<file path="config.mk">
export PLATFORM = sky130hd
export DESIGN_NAME = micro_x86_seq_ctrl_flat
export DESIGN_NICKNAME = d
export VERILOG_FILES = /design/src/rtl/micro_x86_seq_ctrl_if.sv /design/src/rtl/micro_x86_seq_ctrl.sv /design/src/flat_wrapper.sv
export SDC_FILE = /design/constraint.sdc
export NUM_CORES = 1
export LEC_CHECK = 0
export CAP_MARGIN = 20
export CORE_ASPECT_RATIO = 0.5
export CORE_MARGIN = 2
export CORE_UTILIZATION = 52
export CTS_BUF_LIST = sky130_fd_sc_hd__clkbuf_4
export CTS_CLUSTER_DIAMETER = 200
export DETAILED_ROUTE_END_ITERATION = 8
export MAX_ROUTING_LAYER = met4
export PLACE_DENSITY = 0.82
export SYNTH_ARGS = -nofsm -noshare
export SYNTH_HDL_FRONTEND = slang
export SYNTH_SLANG_ARGS = --single-unit
</file>
<file path="constraint.sdc">
create_clock -name clk -period 2.45 [get_ports clk]
set_input_delay 0.735 -clock clk [delete_from_list [all_inputs] [get_ports clk]]
set_output_delay 0.735 -clock clk [all_outputs]
set_load 0.005 [all_outputs]
</file>
<file path="src/rtl/micro_x86_seq_ctrl_if.sv">
// Sequencer <-> datapath handshake and strobe bundle.
// master: the sequencer (drives fetch/memory requests and datapath strobes).
// slave : the datapath/memory side (drives instr_valid, opcode, mode, zero_flag, mem_ack).
interface micro_x86_seq_ctrl_if;
  localparam int unsigned OP_W   = 4;
  localparam int unsigned MODE_W = 4;

  logic              instr_valid;
  logic              instr_req;
  logic              ir_load;
  logic [OP_W-1:0]   opcode;
  logic [MODE_W-1:0] mode;
  logic              zero_flag;
  logic              mem_ack;
  logic              b_sel_imm;
  logic              rf_we;
  logic              mem_req;
  logic              mem_we;
  logic              pc_en;
  logic              pc_sel_br;

  modport master (
    input  instr_valid, opcode, mode, zero_flag, mem_ack,
    output instr_req, ir_load, b_sel_imm, rf_we, mem_req, mem_we, pc_en, pc_sel_br
  );

  modport slave (
    output instr_valid, opcode, mode, zero_flag, mem_ack,
    input  instr_req, ir_load, b_sel_imm, rf_we, mem_req, mem_we, pc_en, pc_sel_br
  );
endinterface

</file>
<file path="src/rtl/micro_x86_seq_ctrl.sv">
// Multi-cycle control sequencer: FETCH/DECODE/EXEC/MEM/WB with HALTED and TRAP terminals.
// Ports: clk, reset (async active-low); bus (master modport: fetch + data-memory
// handshakes, datapath strobes); halted/trap/trap_code sticky status; retired count.
// instr_req, rf_we, mem_req, mem_we and status are registered from the next state;
// ir_load, pc_en, pc_sel_br, b_sel_imm react to same-cycle inputs and are combinational.
module micro_x86_seq_ctrl #(
  parameter int unsigned MEM_TIMEOUT = 15,
  parameter int unsigned CNT_W       = 32
) (
  input  logic                    clk,
  input  logic                    reset,
  micro_x86_seq_ctrl_if.master    bus,
  output logic                    halted,
  output logic                    trap,
  output logic [1:0]              trap_code,
  output logic [CNT_W-1:0]        retired
);
  localparam int unsigned TO_W = 8;

  typedef enum logic [2:0] {
    S_FETCH,
    S_DECODE,
    S_EXEC,
    S_MEM,
    S_WB,
    S_HALTED,
    S_TRAP
  } state_t;

  state_t            state_q, state_d;
  logic [TO_W-1:0]   to_cnt_q, to_cnt_d;
  logic [1:0]        trap_code_q, trap_code_d;
  logic              instr_req_q, rf_we_q, mem_req_q, mem_we_q, halted_q, trap_q;
  logic [CNT_W-1:0]  retired_q;
  logic              ir_load_c, pc_en_c, pc_sel_br_c, b_sel_imm_c;
  logic              op_alu, op_load, op_store, op_jz, op_jmp, op_halt, op_ill;
  logic              mode_unused;

  // Opcode classes from the decoder
  assign op_alu   = ~bus.opcode[3];
  assign op_load  = (bus.opcode == 4'h8);
  assign op_store = (bus.opcode == 4'h9);
  assign op_jz    = (bus.opcode == 4'hA);
  assign op_jmp   = (bus.opcode == 4'hB);
  assign op_halt  = (bus.opcode == 4'hF);
  assign op_ill   = (bus.opcode == 4'hC) || (bus.opcode == 4'hD) || (bus.opcode == 4'hE);
  assign mode_unused = ^bus.mode[3:1];

  // Next-state and same-cycle strobes
  always_comb begin
    state_d      = state_q;
    to_cnt_d     = '0;
    trap_code_d  = trap_code_q;
    ir_load_c    = 1'b0;
    pc_en_c      = 1'b0;
    pc_sel_br_c  = 1'b0;
    b_sel_imm_c  = 1'b0;
    unique case (state_q)
      S_FETCH: begin
        if (instr_req_q && bus.instr_valid) begin
          ir_load_c = 1'b1;
          state_d   = S_DECODE;
        end
      end
      S_DECODE: begin
        if (op_ill) begin
          state_d     = S_TRAP;
          trap_code_d = 2'b01;
        end else if (op_halt) begin
          state_d = S_HALTED;
        end else begin
          state_d = S_EXEC;
        end
      end
      S_EXEC: begin
        // Memory ops always add the immediate to form the address
        b_sel_imm_c = op_load || op_store || (op_alu && bus.mode[0]);
        if (op_load || op_store) begin
          state_d = S_MEM;
        end else if (op_jmp || op_jz) begin
          pc_en_c     = 1'b1;
          pc_sel_br_c = op_jmp || bus.zero_flag;
          state_d     = S_FETCH;
        end else if (op_alu) begin
          state_d = S_WB;
        end else begin
          state_d = S_FETCH;
        end
      end
      S_MEM: begin
        if (bus.mem_ack) begin
          if (op_store) begin
            pc_en_c = 1'b1;
            state_d = S_FETCH;
          end else begin
            state_d = S_WB;
          end
        end else if (to_cnt_q == TO_W'(MEM_TIMEOUT - 1)) begin
          // This is the MEM_TIMEOUT-th cycle without an ack
          state_d     = S_TRAP;
          trap_code_d = 2'b10;
        end else begin
          to_cnt_d = to_cnt_q + TO_W'(1);
        end
      end
      S_WB: begin
        pc_en_c = 1'b1;
        state_d = S_FETCH;
      end
      S_HALTED, S_TRAP: state_d = state_q;
      default:          state_d = S_FETCH;
    endcase
  end

  // State, timeout counter, registered outputs and retire counter
  always_ff @(posedge clk or negedge reset) begin
    if (!reset) begin
      state_q     <= S_FETCH;
      to_cnt_q    <= '0;
      trap_code_q <= 2'b00;
      instr_req_q <= 1'b0;
      rf_we_q     <= 1'b0;
      mem_req_q   <= 1'b0;
      mem_we_q    <= 1'b0;
      halted_q    <= 1'b0;
      trap_q      <= 1'b0;
      retired_q   <= '0;
    end else begin
      state_q     <= state_d;
      to_cnt_q    <= to_cnt_d;
      trap_code_q <= trap_code_d;
      instr_req_q <= (state_d == S_FETCH);
      rf_we_q     <= (state_d == S_WB);
      mem_req_q   <= (state_d == S_MEM);
      mem_we_q    <= (state_d == S_MEM) && op_store;
      halted_q    <= (state_d == S_HALTED);
      trap_q      <= (state_d == S_TRAP);
      if (pc_en_c) begin
        retired_q <= retired_q + CNT_W'(1);
      end
    end
  end

  assign bus.instr_req = instr_req_q;
  assign bus.ir_load   = ir_load_c;
  assign bus.b_sel_imm = b_sel_imm_c;
  assign bus.rf_we     = rf_we_q;
  assign bus.mem_req   = mem_req_q;
  assign bus.mem_we    = mem_we_q;
  assign bus.pc_en     = pc_en_c;
  assign bus.pc_sel_br = pc_sel_br_c;
  assign halted        = halted_q;
  assign trap          = trap_q;
  assign trap_code     = trap_code_q;
  assign retired       = retired_q;
endmodule

</file>
<file path="src/flat_wrapper.sv">
// flat-port wrapper written by rule: the top's interface ports become plain ports
module micro_x86_seq_ctrl_flat 
#(
  parameter int unsigned MEM_TIMEOUT = 15,
  parameter int unsigned CNT_W       = 32
)
  (clk, reset, halted, trap, trap_code, retired, bus_instr_valid, bus_opcode, bus_mode, bus_zero_flag, bus_mem_ack, bus_instr_req, bus_ir_load, bus_b_sel_imm, bus_rf_we, bus_mem_req, bus_mem_we, bus_pc_en, bus_pc_sel_br);
  micro_x86_seq_ctrl_if bus_i ();
  input  logic clk;
  input  logic reset;
  output logic halted;
  output logic trap;
  output logic [1:0] trap_code;
  output logic [CNT_W-1:0] retired;
  input wire logic [$bits(bus_i.instr_valid)-1:0] bus_instr_valid;
  input wire logic [$bits(bus_i.opcode)-1:0] bus_opcode;
  input wire logic [$bits(bus_i.mode)-1:0] bus_mode;
  input wire logic [$bits(bus_i.zero_flag)-1:0] bus_zero_flag;
  input wire logic [$bits(bus_i.mem_ack)-1:0] bus_mem_ack;
  output wire logic [$bits(bus_i.instr_req)-1:0] bus_instr_req;
  output wire logic [$bits(bus_i.ir_load)-1:0] bus_ir_load;
  output wire logic [$bits(bus_i.b_sel_imm)-1:0] bus_b_sel_imm;
  output wire logic [$bits(bus_i.rf_we)-1:0] bus_rf_we;
  output wire logic [$bits(bus_i.mem_req)-1:0] bus_mem_req;
  output wire logic [$bits(bus_i.mem_we)-1:0] bus_mem_we;
  output wire logic [$bits(bus_i.pc_en)-1:0] bus_pc_en;
  output wire logic [$bits(bus_i.pc_sel_br)-1:0] bus_pc_sel_br;
  assign bus_i.instr_valid = bus_instr_valid;
  assign bus_i.opcode = bus_opcode;
  assign bus_i.mode = bus_mode;
  assign bus_i.zero_flag = bus_zero_flag;
  assign bus_i.mem_ack = bus_mem_ack;
  assign bus_instr_req = bus_i.instr_req;
  assign bus_ir_load = bus_i.ir_load;
  assign bus_b_sel_imm = bus_i.b_sel_imm;
  assign bus_rf_we = bus_i.rf_we;
  assign bus_mem_req = bus_i.mem_req;
  assign bus_mem_we = bus_i.mem_we;
  assign bus_pc_en = bus_i.pc_en;
  assign bus_pc_sel_br = bus_i.pc_sel_br;
  micro_x86_seq_ctrl #(.MEM_TIMEOUT(MEM_TIMEOUT), .CNT_W(CNT_W)) u_core (.clk(clk), .reset(reset), .bus(bus_i), .halted(halted), .trap(trap), .trap_code(trap_code), .retired(retired));
endmodule
</file>
==> results of run 1 <==
[layout make-up]
class	instances	share of cell area [%]
clock buffer	5	1.14
clock inverter	3	0.455
inverter	8	0.910
multi-input combinational	172	35.8
sequential	51	38.7
tap	66	2.50
timing repair buffer	75	20.5
[routing by layer]
layer  vias up  GRT usage [%]  wire [um]
li1        978              -          -
met1      1011           29.2       2520
met2        42           39.5       2780
met3         4           4.10        175
met4         0           5.78         36
met5         -              -          0
[per-stage QoR]
stage                     instances  cell area [sq um]
after floorplan                 239               2520
after global placement          371               3260
after CTS                       379               3300
after global routing            380               3300
after detailed placement        371               3260
final                           380               3300
[flip-flops by register name, indices dropped and copies added (netlist names)]
signal	count
u_core.bus.instr_req	1
u_core.bus.mem_req	1
u_core.bus.mem_we	1
u_core.bus.rf_we	1
u_core.halted	1
u_core.retired	32
u_core.state_q	3
u_core.to_cnt_q	8
u_core.trap	1
u_core.trap_code	2
[worst register-to-register path, delay by kind of cell, from the launching register on]
kind	cells	cell delay, ns
AOI/OAI and AO/OA	2	0.44
DFF	1	0.48
buffers and inverters	3	0.50
and+or+nand+nor	2	0.48
xor gates and xnor gates	1	0.17
[cells in the mapped netlist, types with 3 or more instances]
library cell	n	area, sq um
dfrtp_1	51	1280
xor2_1	30	263
nor2_1	23	86.3
nand2_1	19	71.3
nor3_1	16	80.1
nand3_1	9	45.0
inv_1	8	30.0
xnor2_1	8	70.1
nand4_1	7	43.8
and3_1	6	37.5
buf_2	5	25.0
nor4_1	5	31.3
nor3b_1	4	30.0
a21oi_1	3	15.0
ha_1	3	37.5
nor2b_1	3	18.8
[power by group]
part | internal, W | total (W) | switching (W)
clock network | 0.000106 | 0.000360 | 0.000254
registers | 0.000928 | 0.00103 | 0.000105
logic | 0.000326 | 0.000578 | 0.000252
[final timing paths]
path	startpoint	endpoint	slack, ns	cells after the start
hold / removal	reset	u_core.retired[10]	0.37	1
min in group clk	u_core.retired[31]	u_core.retired[31]	0.49	1
setup reg to reg	u_core.state_q[0]	u_core.retired[24]	0.33	8
max in group asynchronous	reset	u_core.trap	1.53	2
hold reg to reg	u_core.retired[31]	u_core.retired[31]	0.49	1
setup / recovery	bus_mode[0]	bus_b_sel_imm	0.03	4
[timing repair]
item	in CTS	in global routing
setup endpoints to repair	5	1
buffers inserted	0	1
hold endpoints to repair	0	0
gates resized for setup	23	2
pin swaps	1	1
[logic make-up after synthesis]
kind of cell | count (synthesis) | synth area share [%]
xor gates and xnor gates | 38 | 13.2
muxes | 1 | 0.447
adders and majority gates | 3 | 1.49
AOI/OAI and AO/OA | 20 | 6.81
DFF | 51 | 50.7
buffers and inverters | 16 | 2.78
and+or+nand+nor | 110 | 24.6
==> flow_summary_export.csv, run 1 <==
group,metric,value,unit
sta,max-slew-margin-rel,59.9,%
floorplan,core,4530,sq um
floorplan,die_area,5450,sq um
floorplan,die_w,102,um
outcome,status,"complete, no violations",
synth,synth.net_count,255,
floorplan,die_height,53.2,um
route,final_antenna_net_count,0,
clocking,cts_buffers,5,
sta,fmax,0.413,GHz
placement,io_buffers,53,
clocking,clock_sinks,51,
setup_path,crit_buf_inv,2,
grt,overflow,0,
grt,grt.total_usage,23.1,%
floorplan,core.rowCount,17,
synth,avgSynthCellArea,10.5,sq um
finish,final_cell_mix,"dfrtp_1, clkdlybuf4s50_1, xor2_1, nor2_1, buf_4",
setup_path,start_kind,"input pin",
clocking,clock_latency,0.35,ns
synth,syn_inst,239,
synth,async_flop_share,100,%
setup_path,path_class,"in -> out",
sta,fin_setup_tns,0,ns
route,drt_iter0_drc,65,
sta,slew_viol_final,0,
synth,synth-seq-cells,51,
finish,regArea,1280,sq um
power,p_leak,1.57,nW
sta,final.period_utilization,98.8,%
finish,fillers,333,
finish,layout-drive-gt1-share,15.0,%
setup_path,crit_required,1.71,ns
power,irDropWorstVdd,0.268,mV
setup_path,endpoint_kind,"primary output",
floorplan,start_util,55.6,%
setup_path,critical-path-max-stage-delay,0.40,ns
synth,netlist_area,2520,sq um
grt,grt_antenna_before_repair,0,
power,power,0.00197,W
synth,ys_types,48,
route,wl,5510,um
sta,hold_violations,0,
setup_path,cp_max_fo,1,
setup_path,crit_arrival,1.69,ns
setup_path,crit_family,"buffers and inverters",
clocking,ctsHoldBuffers,0,
grt,grt_max_degree,28,
finish,diodes,0,
placement,dp_hpwl,4150,um
sta,fin_skew,0.00692,ns
route,post_drt_wl_per_cell,14.5,um
sta,finalSetupViolations,0,
synth,synth_edf_count,0,
power,power_density,597,nW/um^2
sta,timing.final.ws_setup,0.0289,ns
finish,final_common_cell,"dfrtp_1",
clocking,cts_buffer_depth,2,
sta,finalCriticalPeriod,2.42,ns
floorplan,pin_count,57,
clocking,root_buffer,"clkbuf_4",
synth,ys_warn_count,0,
synth,ys_seq_area_share,50.7,%
setup_path,crit_chain,"clkdlybuf4s50_1 -> nor2b_1 -> o21a_1 -> dlygate4sd2_1",
sta,rsz0062_at_grt,"false",
route,vias_per_cell,5.36,
grt,grt_pass1_wl,9310,um
min_path,hp-class,"in -> async",
clocking,htreeDepth,2,
finish,multi_input_area,1180,sq um
job,maxCapViolations,0,
route,dr.pass1.iters,4,
clocking,cts_tree,"built",
finish,final_nets,329,
clocking,clkTransAtPathRegs,0.14,ns
route,drc_errors,0,
finish,area_growth,31.0,%
sta,whs,0.367,ns
finish,utilization,72.8,%
sta,tightestPinTransition,0.601,ns
grt,grt_pass1_vias,1998,
placement,post-place-ws,-0.712,ns
setup_path,crit_slowest_cell,"clkdlybuf4s50_1",
synth,synth_ff_type,"dfrtp_1",
placement,gp_congestion,0.857,
route,vias,2035,
No activity file was read; power rests on OpenSTA's default activity.
==> inputs of run 2 (changes only) <==
- ABC_AREA: default -> 1
- CORE_UTILIZATION: 52 -> 54
==> run 2 against run 1 <==
Synthesized cell count increased by 95%. Sequential share of layout area decreased by 5.4 points. Flip-flop and latch count unchanged. Clock skew increased by 0.013 ns. Die area increased by 18%. Critical path type unchanged. Critical endpoint is now bus_ir_load. Largest cell class is now multi-input combinational cells. Largest power group unchanged. Highest routed layer unchanged.
==> flow_summary_export.csv, run 2 <==
group,metric,value,unit
finish,largest_reg_flops,32,
grt,grt_pass1_wl,12600,um
outcome,status,"complete, no violations",
placement,place_area,3750,sq um
grt,grt_pass1_vias,2808,
floorplan,start_util,56.3,%
synth,avgSynthCellArea,6.66,sq um
power,p_switching,0.000320,W
synth,ys_types,26,
route,final_antenna_net_count,0,
route,post_drt_wl_per_cell,11.9,um
route,vias,3064,
finish,final_cell_mix,"nand2_1, nor2_1, dfrtp_1, inv_1, clkdlybuf4s50_1",
finish,final_common_cell,"nand2_1",
sta,tightestPinTransition,0.477,ns
power,pwr-share-clk,32.1,%
clocking,root_buffer,"clkbuf_4",
placement,dpl.cell_count,596,
sta,finalCriticalPeriod,2.39,ns
finish,final_nets,548,
floorplan,die_height,57.6,um
synth,synth_ff_type,"dfrtp_1",
finish,stdcell_area,3840,sq um
clocking,cts_tree,"built",
route,vias_per_cell,5.06,
synth,netlist_top_cells_area,"dfrtp_1, nand2_1, nor2_1, inv_1, nand3_1",
sta,final.period_utilization,97.5,%
grt,grt_max_degree,46,
placement,dp_hpwl,5600,um
finish,layout-drive-gt1-share,9.19,%
synth,synth_top_area_share,41.1,%
finish,area_growth,23.8,%
clocking,cts_buffer_depth,2,
clocking,clock_sinks,51,
setup_path,cp_max_fo,2,
grt,grt_antenna_before_repair,0,
synth,async_flop_share,100,%
floorplan,die_area,6410,sq um
synth,post-synth-top-area-cell,"dfrtp_1",
floorplan,core.rowCount,19,
synth,synth.net_count,482,
route,drt_iter0_drc,150,
finish,fin_cells,606,
clocking,clock_latency,0.39,ns
synth,yosys-top-cells-count,"nand2_1, nor2_1, dfrtp_1, inv_1, nand3_1",
sta,max-slew-margin-rel,68.2,%
clocking,clkTransAtPathRegs,0.17,ns
power,power_density,341,nW/um^2
grt,grt.total_usage,25.5,%
finish,fillers,484,
synth,synth-seq-cells,51,
route,wl,7240,um
synth,ys_warn_count,0,
power,swShare,24.5,%
sta,slew_viol_final,0,
setup_path,crit_required,1.71,ns
power,pwr-share-comb,3.6,%
setup_path,crit_arrival,1.65,ns
synth,synth_edf_count,0,
synth,ys_seq_area_share,41.1,%
setup_path,start_kind,"input pin",
power,p_seq_share,64.3,%
min_path,hp-class,"in -> async",
finish,diodes,0,
synth,syn_inst,466,
floorplan,die_w,111,um
route,dr.pass1.iters,4,
placement,gp_congestion,0.897,
setup_path,endpoint_kind,"primary output",
floorplan,core,5520,sq um
floorplan,pin_count,57,
job,maxCapViolations,0,
sta,fmax,0.419,GHz
power,irDropWorstVdd,0.257,mV
setup_path,r2r_slack,0.54,ns
power,p_int,0.000989,W
synth,yosys.cell_count.top_type,"nand2_1",
synth,netlist_area,3100,sq um
clocking,htreeDepth,2,
sta,fin_skew,0.0195,ns
sta,hold_violations,0,
grt,overflow,0,
placement,io_buffers,53,
route,drc_errors,0,
setup_path,path_class,"in -> out",
sta,finalSetupViolations,0,
clocking,cts_buffers,5,
power,p_leak,1.78,nW
==> run 2: cell count changes after synthesis, moves of 6 or more <==
cell	change
nand2_1	+176
o21ai_1	+7
nand4_1	-6
xor2_1	-25
inv_1	+36
nand3b_1	+6
and3_1	-6
o21ai_0	+7
nor3_1	-11
nand3_1	+12
nor2_1	+64
==> run 2: path summary, 6_finish.rpt <==
path,start,to,cells past startpoint
worst min-delay path,reset,u_core.trap,1
worst max-delay path,bus_instr_valid,bus_ir_load,4
max in group asynchronous,reset,u_core.retired[23],2
min in group clk,u_core.to_cnt_q[0],u_core.to_cnt_q[0],1
worst min register to register,u_core.to_cnt_q[0],u_core.to_cnt_q[0],1
worst max register to register,u_core.state_q[0],u_core.retired[5],7
==> run 2: layout make-up <==
type                            count  area (sq um)  area share [%]
Clock inverter                      2          16.3           0.423
Multi-Input combinational cell    361          1610            41.9
Clock buffer                        6          45.0            1.17
Tap cell                           73          91.3            2.38
Inverter                           48           185            4.82
Sequential cell                    51          1280            33.3
Timing Repair Buffer               65           616            16.0
==> run 2: kinds of logic after synthesis <==
logic type / count (synthesis) / synth area share [%]
buf+inv: 54 / 7.70
xor+xnor: 9 / 2.78
simple gates: 327 / 43.5
fa+ha+maj: 3 / 1.21
flops: 51 / 41.1
compound gates: 22 / 3.63
==> run 2: power by group through the flow <==
stage | combinational (W) | clock (W) | sequential [W]
3_5_place_dp | 0.0000489 | 0 | 0.000858
4_1_cts | 0.0000482 | 0.000422 | 0.000842
2_1_floorplan | 0.00000618 | 0 | 0.000858
5_1_grt | 0.0000545 | 0.000464 | 0.000842
6_report | 0.0000469 | 0.000420 | 0.000842
3_3_place_gp | 0.0000477 | 0 | 0.000858
==> run 2: critical path, cell delays in order <==
cell and delay (ns):
clkdlybuf4s50_1 0.45, nand3_1 0.09, nor3_2 0.23, buf_2 0.15
==> run 2: layer usage <==
metal	up-vias	share of wire [%]	routed length [um]	track usage (%)
met1	1420	47	3420	33.8
met3	11	4.9	358	4.46
met2	77	46	3360	41.2
met4	0	1.5	108	7.41
met5	-	0	0	-
li1	1556	-	-	-
==> run 2: timing repair <==
action,in CTS,in global routing
hold buffers,0,0
cloned,0,0
pin swaps,4,3
buffers inserted,1,1
endpoints found under the setup margin,4,4
hold endpoints to repair,0,0
resized for setup,19,9
==> run 2: metrics by stage <==
stage / total power, W / setup slack [ns] / hold WS, ns / utilization (%) / TNS (ns)
floorplan: 0.000864 / 0.357 / 0.439 / - / 0
global route: 0.00136 / -0.00638 / 0.269 / 69.6 / -0.0135
detailed placement: 0.000907 / -0.471 / 0.470 / 68.0 / -3.30
finish: 0.00131 / 0.0615 / 0.266 / 69.6 / 0
CTS: 0.00131 / -0.0627 / 0.280 / 69.3 / -0.0627
global placement: 0.000905 / -0.436 / 0.465 / 68.0 / -2.41
==> inputs of run 3 (changes only) <==
- CORE_MARGIN: 2 -> 4
- CTS_CLUSTER_SIZE: default -> 8
==> run 3 against run 2 <==
Critical endpoint unchanged. Cell area rose by 1.2%. Largest power group unchanged. Clock power fell by 2%. Utilization rose by 0.82 points. Largest cell class unchanged. Critical path type unchanged. Register-to-register slack got worse by 0.39 ns. Die area rose by 11%. First-iteration DRC count rose by 19%. Clock skew fell by 0.00055 ns. Worst hold slack improved by 0.064 ns. Maximum frequency fell by 0.49%. Global-route usage fell by 1.9 points. Power fell by 0.58%.
==> flow_summary_export.csv, run 3 (synthesis gave the netlist of run 2 again) <==
group,metric,value,unit
outcome,status,"complete, no violations",
clocking,root_buffer,"clkbuf_4",
grt,grt_pass1_wl,12700,um
floorplan,die_height,61.6,um
sta,finalCriticalPeriod,2.40,ns
sta,final.period_utilization,98.0,%
clocking,clkTransAtPathRegs,0.17,ns
grt,grt.total_usage,23.6,%
route,post_drt_wl_per_cell,12.4,um
route,vias_per_cell,4.92,
clocking,cts_buffers,5,
grt,grt_pass1_vias,2727,
finish,final_common_cell,"nand2_1",
finish,fillers,484,
route,wl,7610,um
clocking,ctsHoldBuffers,0,
sta,fin_skew,0.0189,ns
floorplan,die_w,115,um
setup_path,endpoint_kind,"primary output",
sta,fmax,0.417,GHz
clocking,clock_sinks,51,
power,p_leak,1.81,nW
setup_path,crit_required,1.71,ns
setup_path,cp_max_fo,2,
route,vias,3016,
floorplan,start_util,56.3,%
sta,finalSetupViolations,0,
floorplan,core,5520,sq um
setup_path,crit_arrival,1.67,ns
clocking,htreeDepth,2,
sta,hold_violations,0,
route,dr.pass1.iters,4,
clocking,cts_tree,"built",
clocking,cts_buffer_depth,2,
placement,gp_congestion,0.874,
job,maxCapViolations,0,
finish,largest_reg_flops,32,
sta,rsz0062_at_grt,"true",
route,drt_iter0_drc,178,
power,irDropWorstVdd,0.208,mV
grt,grt_antenna_before_repair,0,
setup_path,path_class,"in -> out",
sta,tightestPinTransition,0.604,ns
setup_path,r2r_cells,15,
finish,diodes,0,
placement,post-place-ws,-0.447,ns
min_path,hp-class,"in -> async",
clocking,clock_latency,0.39,ns
finish,layout-drive-gt1-share,10.7,%
setup_path,start_kind,"input pin",
grt,grt_max_degree,46,
sta,whs,0.330,ns
placement,io_buffers,53,
placement,dp_hpwl,5800,um
finish,final_cell_mix,"nand2_1, nor2_1, dfrtp_1, inv_1, clkdlybuf4s50_1",
grt,overflow,0,
route,drc_errors,0,
route,final_antenna_net_count,0,
sta,max-slew-margin-rel,59.7,%
finish,area_growth,25.2,%
sta,timing.final.ws_setup,0.0498,ns
power,power_density,335,nW/um^2
floorplan,core.rowCount,19,
floorplan,pin_count,57,
sta,slew_viol_final,0,
floorplan,die_area,7100,sq um
setup_path,r2r_slack,0.15,ns
finish,final_nets,555,
[run 3: power by group]
group	switching, W	internal (W)
Combinational	0.0000292	0.0000189
Sequential	0	0.000842
Clock	0.000295	0.000117
[run 3: worst paths after layout]
kind                                startpoint             endpoint
min in group clk           u_core.trap_code[1]  u_core.trap_code[1]
min reg2reg                u_core.trap_code[1]  u_core.trap_code[1]
min                                      reset   u_core.to_cnt_q[0]
max                            bus_instr_valid          bus_ir_load
max reg2reg                  u_core.state_q[0]    u_core.bus.mem_we
max in group asynchronous                reset    u_core.state_q[1]
[run 3: stage by stage]
step           instances  utilization [%]  setup TNS, ns  total power (W)  cell area (sq um)
4_1_cts              612             70.1              0          0.00131               3870
3_5_place_dp         597             67.9          -2.95         0.000905               3750
5_1_grt              613             70.5        -0.0361          0.00136               3890
2_1_floorplan        466                -              0         0.000864               3100
6_report             613             70.5              0          0.00130               3890
3_3_place_gp         597             67.9          -2.30         0.000904               3750
[run 3: worst max-delay path, stage by stage]
cell and delay (ns):
clkdlybuf4s50_1 0.46, nand3_1 0.10, nor3_2 0.22, buf_2 0.15
[run 3: routing by layer]
| metal | global-route usage [%] | wire, um | vias up |
|---|---|---|---|
| met5 | - | 0 | - |
| met4 | 3.51 | 43 | 0 |
| met3 | 3.24 | 381 | 8 |
| met2 | 40.1 | 3550 | 74 |
| met1 | 31.4 | 3630 | 1366 |
| li1 | - | - | 1568 |
[run 3: repair_timing]
| item | CTS | global route |
|---|---|---|
| buffers inserted | 7 | 1 |
| endpoints found under the setup margin | 4 | 7 |
| gates resized for setup | 26 | 6 |
| pin swaps | 7 | 1 |
[run 3: cell type report]
cell class | count | area (sq um) | area share (%)
Sequential cell | 51 | 1280 | 32.9
Timing Repair Buffer | 72 | 656 | 16.9
Tap cell | 73 | 91.3 | 2.35
Inverter | 48 | 183 | 4.70
Clock buffer | 5 | 37.5 | 0.966
Multi-Input combinational cell | 361 | 1620 | 41.6
Clock inverter | 3 | 22.5 | 0.580
